## config.mk

```make
export PLATFORM = sky130hd
export DESIGN_NAME = tmr_vote_ctrl_flat
export DESIGN_NICKNAME = d
export VERILOG_FILES = /design/src/rtl/tmr_vote_if.sv /design/src/rtl/tmr_vote_ctrl.sv /design/src/flat_wrapper.sv
export SDC_FILE = /design/constraint.sdc
export NUM_CORES = 1
export LEC_CHECK = 0
export CORE_MARGIN = 5
export CORE_UTILIZATION = 45
export DETAILED_ROUTE_END_ITERATION = 7
export PLACE_DENSITY = 0.69
export SYNTH_ARGS = -nofsm -noshare
export SYNTH_HDL_FRONTEND = slang
export SYNTH_SLANG_ARGS = --single-unit
```

## constraint.sdc

```tcl
create_clock -name clk -period 4.9 [get_ports clk]
set_clock_uncertainty 0.2 [all_clocks]
set_input_delay 0.49 -clock clk [delete_from_list [all_inputs] [get_ports clk]]
set_output_delay 0.49 -clock clk [all_outputs]
set_load 0.01 [all_outputs]
```

## src/rtl/tmr_vote_if.sv

```systemverilog
// Handshake and data bundle between the redundant producers, the voter and its consumer.
interface tmr_vote_if #(
   parameter int WIDTH = 8
);
   logic             in_valid;
   logic             in_ready;
   logic [WIDTH-1:0] ch_a;
   logic [WIDTH-1:0] ch_b;
   logic [WIDTH-1:0] ch_c;
   logic             out_valid;
   logic             out_ready;
   logic [WIDTH-1:0] out_data;
   logic             out_corrected;
   logic             out_err;

   modport master (
      output in_valid, ch_a, ch_b, ch_c, out_ready,
      input  in_ready, out_valid, out_data, out_corrected, out_err
   );

   modport slave (
      input  in_valid, ch_a, ch_b, ch_c, out_ready,
      output in_ready, out_valid, out_data, out_corrected, out_err
   );
endinterface

```

## src/rtl/tmr_vote_ctrl.sv

```systemverilog
// Triple-redundant voter with per-channel fault tracking, degrading from 3-way vote
// to 2-way compare to single-channel pass-through. One registered word per handshake.
module tmr_vote_ctrl #(
   parameter int WIDTH        = 8,
   parameter int FAULT_THRESH = 4
) (
   input  logic       clk,
   input  logic       rst_n,
   input  logic       clear_faults,
   tmr_vote_if.slave  bus,
   output logic [2:0] fault_mask,
   output logic [1:0] state
);
   localparam int            CW     = $clog2(FAULT_THRESH + 1);
   localparam logic [CW-1:0] THRESH = CW'(FAULT_THRESH);

   typedef enum logic [1:0] {
      HEALTHY  = 2'b00,
      DEGRADED = 2'b01,
      FAILED   = 2'b10
   } mode_e;

   mode_e            mode_q, mode_d;
   logic [2:0]       mask_q, mask_d;
   logic [CW-1:0]    cnt_q [3];
   logic [CW-1:0]    cnt_d [3];
   logic [CW-1:0]    pair_q, pair_d;

   logic [WIDTH-1:0] a, b, c, voted, p, q, single, res_data;
   logic [2:0]       mism, hit, q_bit;
   logic             res_corr, res_err, accept;

   logic             out_valid_q, out_corr_q, out_err_q;
   logic [WIDTH-1:0] out_data_q;

   function automatic logic [CW-1:0] sat_inc(input logic [CW-1:0] v);
      return (v == THRESH) ? v : v + CW'(1);
   endfunction

   assign a     = bus.ch_a;
   assign b     = bus.ch_b;
   assign c     = bus.ch_c;
   assign voted = (a & b) | (b & c) | (a & c);
   assign mism  = {c != voted, b != voted, a != voted};

   assign bus.in_ready = !out_valid_q | bus.out_ready;
   assign accept       = bus.in_valid & bus.in_ready;

   // Surviving pair in DEGRADED (P is the lower index) and the survivor in FAILED.
   always_comb begin
      p     = a;
      q     = b;
      q_bit = 3'b010;
      case (mask_q)
         3'b001:  begin p = b; q = c; q_bit = 3'b100; end
         3'b010:  begin p = a; q = c; q_bit = 3'b100; end
         default: ;
      endcase
      if (!mask_q[0])      single = a;
      else if (!mask_q[1]) single = b;
      else if (!mask_q[2]) single = c;
      else                 single = a;
   end

   always_comb begin
      // NOTE: every signal gets a default first so no latch is inferred.
      mode_d   = mode_q;
      mask_d   = mask_q;
      pair_d   = pair_q;
      hit      = '0;
      res_data = voted;
      res_corr = 1'b0;
      res_err  = 1'b0;
      for (int i = 0; i < 3; i++) cnt_d[i] = cnt_q[i];

      case (mode_q)
         HEALTHY: begin
            res_corr = |mism;
            if (accept) begin
               for (int i = 0; i < 3; i++) begin
                  cnt_d[i] = mism[i] ? sat_inc(cnt_q[i]) : '0;
                  hit[i]   = (cnt_d[i] == THRESH);
               end
               mask_d = mask_q | hit;
               if ($countones(hit) >= 2) mode_d = FAILED;
               else if (hit != 3'b000)   mode_d = DEGRADED;
            end
         end
         DEGRADED: begin
            res_data = p;
            res_err  = (p != q);
            if (accept) begin
               pair_d = res_err ? sat_inc(pair_q) : '0;
               if (pair_d == THRESH) begin
                  mode_d = FAILED;
                  mask_d = mask_q | q_bit;
               end
            end
         end
         default: begin
            res_data = single;
            res_err  = 1'b1;
         end
      endcase

      // Clearing overrides tracking, but the word accepted now keeps the old mode's result.
      if (clear_faults) begin
         mode_d = HEALTHY;
         mask_d = '0;
         pair_d = '0;
         for (int i = 0; i < 3; i++) cnt_d[i] = '0;
      end
   end

   always_ff @(posedge clk or negedge rst_n) begin
      if (!rst_n) begin
         mode_q <= HEALTHY;
         mask_q <= '0;
         pair_q <= '0;
         for (int i = 0; i < 3; i++) cnt_q[i] <= '0;
      end else begin
         // NOTE: non-blocking so every register samples pre-edge values together.
         mode_q <= mode_d;
         mask_q <= mask_d;
         pair_q <= pair_d;
         for (int i = 0; i < 3; i++) cnt_q[i] <= cnt_d[i];
      end
   end

   always_ff @(posedge clk or negedge rst_n) begin
      if (!rst_n) begin
         out_valid_q <= 1'b0;
         out_data_q  <= '0;
         out_corr_q  <= 1'b0;
         out_err_q   <= 1'b0;
      end else if (accept) begin
         out_valid_q <= 1'b1;
         out_data_q  <= res_data;
         out_corr_q  <= res_corr;
         out_err_q   <= res_err;
      end else if (bus.out_ready) begin
         out_valid_q <= 1'b0;
      end
   end

   assign bus.out_valid     = out_valid_q;
   assign bus.out_data      = out_data_q;
   assign bus.out_corrected = out_corr_q;
   assign bus.out_err       = out_err_q;
   assign fault_mask        = mask_q;
   assign state             = mode_q;
endmodule

```

## src/flat_wrapper.sv

```systemverilog
// flat-port wrapper written by rule: the top's interface ports become plain ports
module tmr_vote_ctrl_flat 
#(
   parameter int WIDTH        = 8,
   parameter int FAULT_THRESH = 4
)
  (clk, rst_n, clear_faults, fault_mask, state, bus_in_valid, bus_ch_a, bus_ch_b, bus_ch_c, bus_out_ready, bus_in_ready, bus_out_valid, bus_out_data, bus_out_corrected, bus_out_err);
  tmr_vote_if #(.WIDTH(WIDTH)) bus_i ();
  input  logic clk;
  input  logic rst_n;
  input  logic clear_faults;
  output logic [2:0] fault_mask;
  output logic [1:0] state;
  input wire logic [$bits(bus_i.in_valid)-1:0] bus_in_valid;
  input wire logic [$bits(bus_i.ch_a)-1:0] bus_ch_a;
  input wire logic [$bits(bus_i.ch_b)-1:0] bus_ch_b;
  input wire logic [$bits(bus_i.ch_c)-1:0] bus_ch_c;
  input wire logic [$bits(bus_i.out_ready)-1:0] bus_out_ready;
  output wire logic [$bits(bus_i.in_ready)-1:0] bus_in_ready;
  output wire logic [$bits(bus_i.out_valid)-1:0] bus_out_valid;
  output wire logic [$bits(bus_i.out_data)-1:0] bus_out_data;
  output wire logic [$bits(bus_i.out_corrected)-1:0] bus_out_corrected;
  output wire logic [$bits(bus_i.out_err)-1:0] bus_out_err;
  assign bus_i.in_valid = bus_in_valid;
  assign bus_i.ch_a = bus_ch_a;
  assign bus_i.ch_b = bus_ch_b;
  assign bus_i.ch_c = bus_ch_c;
  assign bus_i.out_ready = bus_out_ready;
  assign bus_in_ready = bus_i.in_ready;
  assign bus_out_valid = bus_i.out_valid;
  assign bus_out_data = bus_i.out_data;
  assign bus_out_corrected = bus_i.out_corrected;
  assign bus_out_err = bus_i.out_err;
  tmr_vote_ctrl #(.WIDTH(WIDTH), .FAULT_THRESH(FAULT_THRESH)) u_core (.clk(clk), .rst_n(rst_n), .clear_faults(clear_faults), .bus(bus_i), .fault_mask(fault_mask), .state(state));
endmodule
```

==> results of run 1 <==
[critical path, cell delays in order]
cell,delay [ns]
clkdlybuf4s50_1,0.72
or3b_2,0.20
nand4_1,0.11
nor4_1,0.73
nor3_1,0.19
inv_1,0.10
ha_1,0.23
a31oi_1,0.18
o21a_1,0.15
a211oi_2,0.04
[state kept, by name, indices dropped and copies added (netlist names)]
name,flops
u_core.fault_mask,3
u_core.bus.out_err,1
u_core.bus.out_data,8
u_core.cnt_q,9
u_core.pair_q,3
u_core.bus.out_valid,1
u_core.state,2
u_core.bus.out_corrected,1
[cells in the final DEF (no fill, tap or decap), types with 5 or more instances in the layout]
| cell | n |
|---|---|
| xor2_1 | 12 |
| or3b_2 | 6 |
| o21ai_0 | 14 |
| nor3b_1 | 9 |
| xnor2_1 | 10 |
| clkdlybuf4s50_1 | 45 |
| and3b_1 | 6 |
| a31oi_1 | 5 |
| nand2b_1 | 10 |
| nand2_1 | 27 |
| dfrtp_1 | 28 |
| a21o_1 | 5 |
| a211oi_1 | 14 |
| nand3_1 | 7 |
| nand4_1 | 5 |
| o21a_1 | 7 |
| mux2i_1 | 18 |
| nor4_1 | 8 |
| ha_1 | 10 |
| nor2_1 | 23 |
| a21oi_1 | 30 |
| inv_1 | 14 |
| nor3_1 | 6 |
| nand3b_1 | 11 |
| o22ai_1 | 5 |
[where the power goes]
group          switching [mW]  internal, mW  total [mW]
logic                   0.106        0.0935       0.199
clock network          0.0747        0.0721       0.147
registers              0.0110         0.246       0.257
[cells in the mapped netlist, types with 2 or more instances]
cell type / n / area, um2
a2111oi_1: 3 / 30.03
a211oi_1: 14 / 105.1
a211oi_2: 2 / 25.02
a21o_1: 5 / 37.54
a21oi_1: 30 / 150.1
a221oi_1: 4 / 35.03
a31oi_1: 5 / 31.28
and2_1: 2 / 12.51
and3_1: 2 / 12.51
and3b_1: 6 / 52.55
buf_1: 3 / 11.26
buf_2: 21 / 105.1
buf_4: 3 / 22.52
clkbuf_1: 6 / 22.52
dfrtp_1: 28 / 700.7
ha_1: 10 / 125.1
inv_1: 14 / 52.55
mux2i_1: 18 / 180.2
nand2_1: 27 / 101.4
nand2b_1: 10 / 62.56
nand3_1: 7 / 35.03
nand3b_1: 11 / 82.58
nand4_1: 5 / 31.28
nor2_1: 23 / 86.33
nor2b_1: 4 / 25.02
nor3_1: 6 / 30.03
nor3b_1: 9 / 67.56
nor4_1: 8 / 50.05
o21a_1: 7 / 52.55
o21ai_0: 14 / 70.07
o21ai_1: 4 / 20.02
o221ai_1: 2 / 17.52
o22ai_1: 5 / 31.28
or3b_2: 6 / 52.55
xnor2_1: 10 / 87.58
xor2_1: 12 / 105.1
[worst max-delay path by stage]
stage,startpoint,endpoint,slack [ns],cells after the start
floorplan,bus_ch_b[3],u_core.state[1],2.30,10
global placement,bus_ch_b[2],u_core.state[1],1.50,10
detailed placement,bus_ch_b[6],u_core.state[1],1.39,10
CTS,bus_ch_b[6],u_core.state[1],1.69,10
global route,bus_ch_b[6],u_core.state[1],1.41,10
finish,bus_ch_b[2],u_core.state[1],1.71,10
[stage by stage]
stage | hold WS, ns | total power [mW]
global placement | 0.2601 | 0.4568
detailed placement | 0.2754 | 0.4601
CTS | 0.2993 | 0.6080
finish | 0.2908 | 0.6032
global route | 0.3301 | 0.6380
floorplan | -0.005591 | 0.3841
[layer usage]
layer | vias up | GRT usage
met3 | 6 | 0.03250
met2 | 66 | 0.2912
li1 | 1366 | -
met5 | - | 0
met1 | 1302 | 0.2609
met4 | 0 | 0.02605
[cells by family after synthesis]
| kind of cell | after synthesis | share of synthesized area |
|---|---|---|
| buf+inv | 49 | 0.08190 |
| fa+ha+maj | 10 | 0.04288 |
| xor+xnor | 22 | 0.06604 |
| compound gates | 106 | 0.2440 |
| flops | 28 | 0.2401 |
| simple gates | 134 | 0.2633 |
| mux | 18 | 0.06175 |
[layout make-up]
| class | count | area [um2] |
|---|---|---|
| fillers | 595 | 2965 |
| repair buffers | 47 | 465.4 |
| well taps | 77 | 96.34 |
| flip-flops and latches | 28 | 700.7 |
| clock buffers | 4 | 55.05 |
| inverters | 14 | 52.55 |
| multi-input cells | 290 | 1978 |
==> reports/metrics.cfg, run 1 <==
[run_status]
status = completed

[layout]
design_area_um2 = 3348
layout-drive-gt1-share = 0.05483
area_growth_pct = 14.75
n_antenna_cell = 0
postLayoutCoreUtil = 0.5303
final_cells = 460
final_nets = 423

[logic_synthesis]
postSynthAreaPerCell_um2 = 7.950
yosysSeqAreaShare = 0.2401
synth-async-reset-ratio = 1.000
synth_cell_types = 57
synthCells = 367
synth_edf_count = 0
yosys_warnings = 0
synth_area_um2 = 2918
ys.flop_type = dfrtp_1
ys_seq_elements = 28
synth_nets = 406

[critical_path]
r2r_slack_ns = 2.04
cp_data_arrival_time_ns = 3.14
r2r_cells = 6
r2r-start = u_core.fault_mask[2]
endpoint_kind = flip-flop
cp_max_fo = 12
cp-start-kind = input pin
critical_path_required_ns = 4.85
criticalPathCategory = in2reg
reg2reg_to = u_core.bus.out_data[2]

[global_route]
grt_max_degree = 29
grt_pass1_wl_mm = 12.79
antenna_found_initial = 0
grt_pass1_vias = 2527
grt-ovfl-total = 0
grt_util_all_layers = 0.1821

[place]
dpl_cell_area_um2 = 3293
gp_congestion = 0.8521
dp_hpwl_mm = 5.612
place_inst = 456
pre_cts_slack_ns = 1.391
port_buffers = 45

[floorplanning]
start_util = 0.4621
core_um2 = 6314
die_h_um = 90.53
rows = 29
io_pins = 46
dieWidth_um = 90.53
dieArea_um2 = 8195

[clock_network]
clkSinkCount = 28
cts_buffers = 3
cts_resized = 0
clock_tree.buffer_depth = 2
cts_tree = built
clk_pin_slew_ns = 0.10
cts_hold_buf = 0
h-tree-depth = 1
clk_latency_ns = 0.28
cts_setup_buffers = 0
cts_root_buf = clkbuf_8

[detailed_routing]
drt_wl_total_mm = 7.491
routed.top_layer = met4
wl_met2_mm = 3.466
detail_route.wl_per_cell_um = 16.28
num_vias = 2740
via_per_inst = 5.957
wl_met3_um = 451
first_pass_iters = 4
initialDrtViolationCount = 278
drtAntennaViolNets = 0
met1_length_mm = 3.518
drc_errors = 0

[sta]
fin_crit_sh = 0.6515
hold_viol = 0
final.setup.tns_ns = 0
rsz0062_at_grt = false
period_minus_slack_ns = 3.192
setup_ws_ns = 1.708
max_freq_ghz = 0.3133
setup_viol_count_final = 0
relSlewSlack = 0.2267
maxSlewViolCount = 0
tightest_slew_ns = 1.158

[hold_path]
hold_end = u_core.bus.out_data[6]
hold_start = u_core.bus.out_data[6]
min_path_type = reg2reg
holdPathStages = 2

[pwr]
power_density_nw_per_um2 = 180.1
peakVddDrop_uv = 120.7
p_leak_nw = 1.246

[run]
maxCapViolations = 0

Power figures use the tool's default switching activity.
==> run 2, diff against run 1 <==
PLACE_DENSITY = 0.71   (was 0.69)
clock period = 2.6 ns   (was 4.9 ns; I/O delays follow)
==> reports/metrics.cfg, run 2 (synthesized netlist as in run 1, its figures left out) <==
[floorplanning]
rows = 29  ; unchanged
dieWidth_um = 90.53  ; unchanged
die_h_um = 90.53  ; unchanged
start_util = 0.4621  ; unchanged
io_pins = 46  ; unchanged
core_um2 = 6314  ; unchanged
dieArea_um2 = 8195  ; unchanged

[detailed_routing]
drt_wl_total_mm = 8.183  ; +9.2%
wl_met2_mm = 4.149  ; +20%
first_pass_iters = 4  ; unchanged
routed.top_layer = met4
num_vias = 2986  ; +9.0%
wl_met3_um = 326  ; -28%
met1_length_mm = 3.629  ; +3.2%
drtAntennaViolNets = 0  ; unchanged
initialDrtViolationCount = 207  ; -26%
drc_errors = 0  ; unchanged
via_per_inst = 5.709  ; -4.1%
detail_route.wl_per_cell_um = 15.65  ; -3.9%

[global_route]
grt_pass1_vias = 2864  ; +13%
grt_pass1_wl_mm = 13.22  ; +3.4%
grt-ovfl-total = 0  ; unchanged
antenna_found_initial = 0  ; unchanged
grt_util_all_layers = 0.1900  ; +0.007872
grt_max_degree = 29  ; unchanged

[clock_network]
cts_root_buf = clkbuf_8
cts_tree = built
clock_tree.buffer_depth = 2  ; unchanged
clkSinkCount = 28  ; unchanged
clk_latency_ns = 0.28  ; about the same
cts_buffers = 3  ; unchanged
cts_hold_buf = 0  ; unchanged
cts_resized = 0  ; unchanged
h-tree-depth = 1  ; unchanged
clk_pin_slew_ns = 0.10  ; about the same
cts_setup_buffers = 0  ; unchanged

[run]
maxCapViolations = 0  ; unchanged

[critical_path]
cp_num_cells = 12  ; +2
crit_slowest_cell = clkdlybuf4s50_1
endpoint_kind = flip-flop
crit_path_max_incr_delay_ns = 0.44  ; -0.29 ns
criticalPathCategory = in2reg
cp_cell_sequence = clkdlybuf4s50_1, buf_4, o21a_1, o221ai_2, nor3_1, buf_4, nand2_1, nand3b_1, ha_1, a31oi_1, o21a_1, a211oi_2
cp-start-kind = input pin
critical_path_required_ns = 2.59  ; -2.26 ns
r2r_cells = 8  ; +2
cp_max_fo = 6  ; -6
critical_path.top_delay_family = compound AO/OA/AOI/OAI gates
cp_num_buf_inv = 3  ; +1
cp_data_arrival_time_ns = 2.54  ; -0.60 ns

[pwr]
peakVddDrop_uv = 194.1  ; +61%
power_density_nw_per_um2 = 307.7  ; +71%
total_power_mw = 1.184  ; +96%
clockPowerShare = 0.204  ; -0.039
power.combinational.fraction = 0.386  ; +0.056
p_int_uw = 809.5  ; +97%
p_leak_nw = 1.582  ; +27%
seqPwrFrac = 0.410  ; -0.017
sw_frac_of_total = 0.3160  ; -0.001082
switchingPower_uw = 374.0  ; +96%

[sta]
max_freq_ghz = 0.3928
maxSlewViolCount = 0  ; unchanged
setup_viol_count_final = 0  ; unchanged
holdWs_ns = 0.1553  ; -0.1355 ns
final.setup.tns_ns = 0  ; unchanged
relSlewSlack = 0.7060  ; +0.4793
period_minus_slack_ns = 2.546
fin_crit_sh = 0.9793
tightest_slew_ns = 0.4410  ; -0.7166 ns
hold_viol = 0  ; unchanged
setup_ws_ns = 0.05386  ; -1.654 ns

[layout]
design_area_um2 = 3846  ; +15%
area_growth_pct = 31.82
seq_area_um2 = 700.7  ; unchanged
fillers = 584  ; -1.8%
final_cell_mix = buf_4, clkdlybuf4s50_1, a21oi_1
layout-drive-gt1-share = 0.1973  ; +0.1425
n_antenna_cell = 0  ; unchanged
multi_input_area_um2 = 2002  ; +1.2%
largest_reg_flops = 9  ; unchanged
final_cells = 523  ; +14%
postLayoutCoreUtil = 0.6092  ; +0.07887
final_nets = 487  ; +15%
largest_register = u_core.cnt_q
layout_commonest_cell = buf_4

[place]
pre_cts_slack_ns = -0.2451  ; -1.636 ns
gp_congestion = 0.9145  ; +7.3%
port_buffers = 45  ; unchanged
dp_hpwl_mm = 6.284  ; +12%
place_inst = 520  ; +14%
dpl_cell_area_um2 = 3774  ; +15%

[run_status]
status = completed

[hold_path]
min_path_type = in2async

## run 2: final timing paths
kind	start	endpoint	slack (ns)
max	bus_ch_a[4]	u_core.state[1]	0.05
min	rst_n	u_core.cnt_q[4]	0.16
max reg2reg	u_core.pair_q[0]	u_core.state[0]	0.16
min reg2reg	u_core.bus.out_data[6]	u_core.bus.out_data[6]	0.29
max in group asynchronous	rst_n	u_core.cnt_q[5]	1.78
min in group clk	u_core.bus.out_data[6]	u_core.bus.out_data[6]	0.29
## run 2: cell type report
cell class	count	area share
clock buffer	3	0.01074
inverter	14	0.01366
multi-input combinational	290	0.5205
sequential	28	0.1822
tap	77	0.02505
timing repair buffer	111	0.2479
## run 2: metal layers
metal | vias up | global-route usage
li1 | 1495 | -
met4 | 0 | 0.03846
met3 | 8 | 0.02500
met5 | - | 0
met1 | 1411 | 0.2473
met2 | 72 | 0.3341
## run 2: power groups by stage
| stage | clock network (mW) | registers, mW | logic, mW |
|---|---|---|---|
| global route | 0.267 | 0.490 | 0.499 |
| CTS | 0.248 | 0.485 | 0.453 |
| detailed placement | 0 | 0.494 | 0.449 |
| global placement | 0 | 0.493 | 0.443 |
| finish | 0.241 | 0.485 | 0.457 |
| floorplan | 0 | 0.501 | 0.223 |
## run 2: worst reg2reg max path: stages (launching register included)
cell,delay (ns)
dfrtp_1,0.42
inv_1,0.08
ha_1,0.24
nor3b_2,0.19
o21ai_1,0.08
a2111o_1,0.43
or2_0,0.21
o22a_2,0.24
a32o_1,0.24
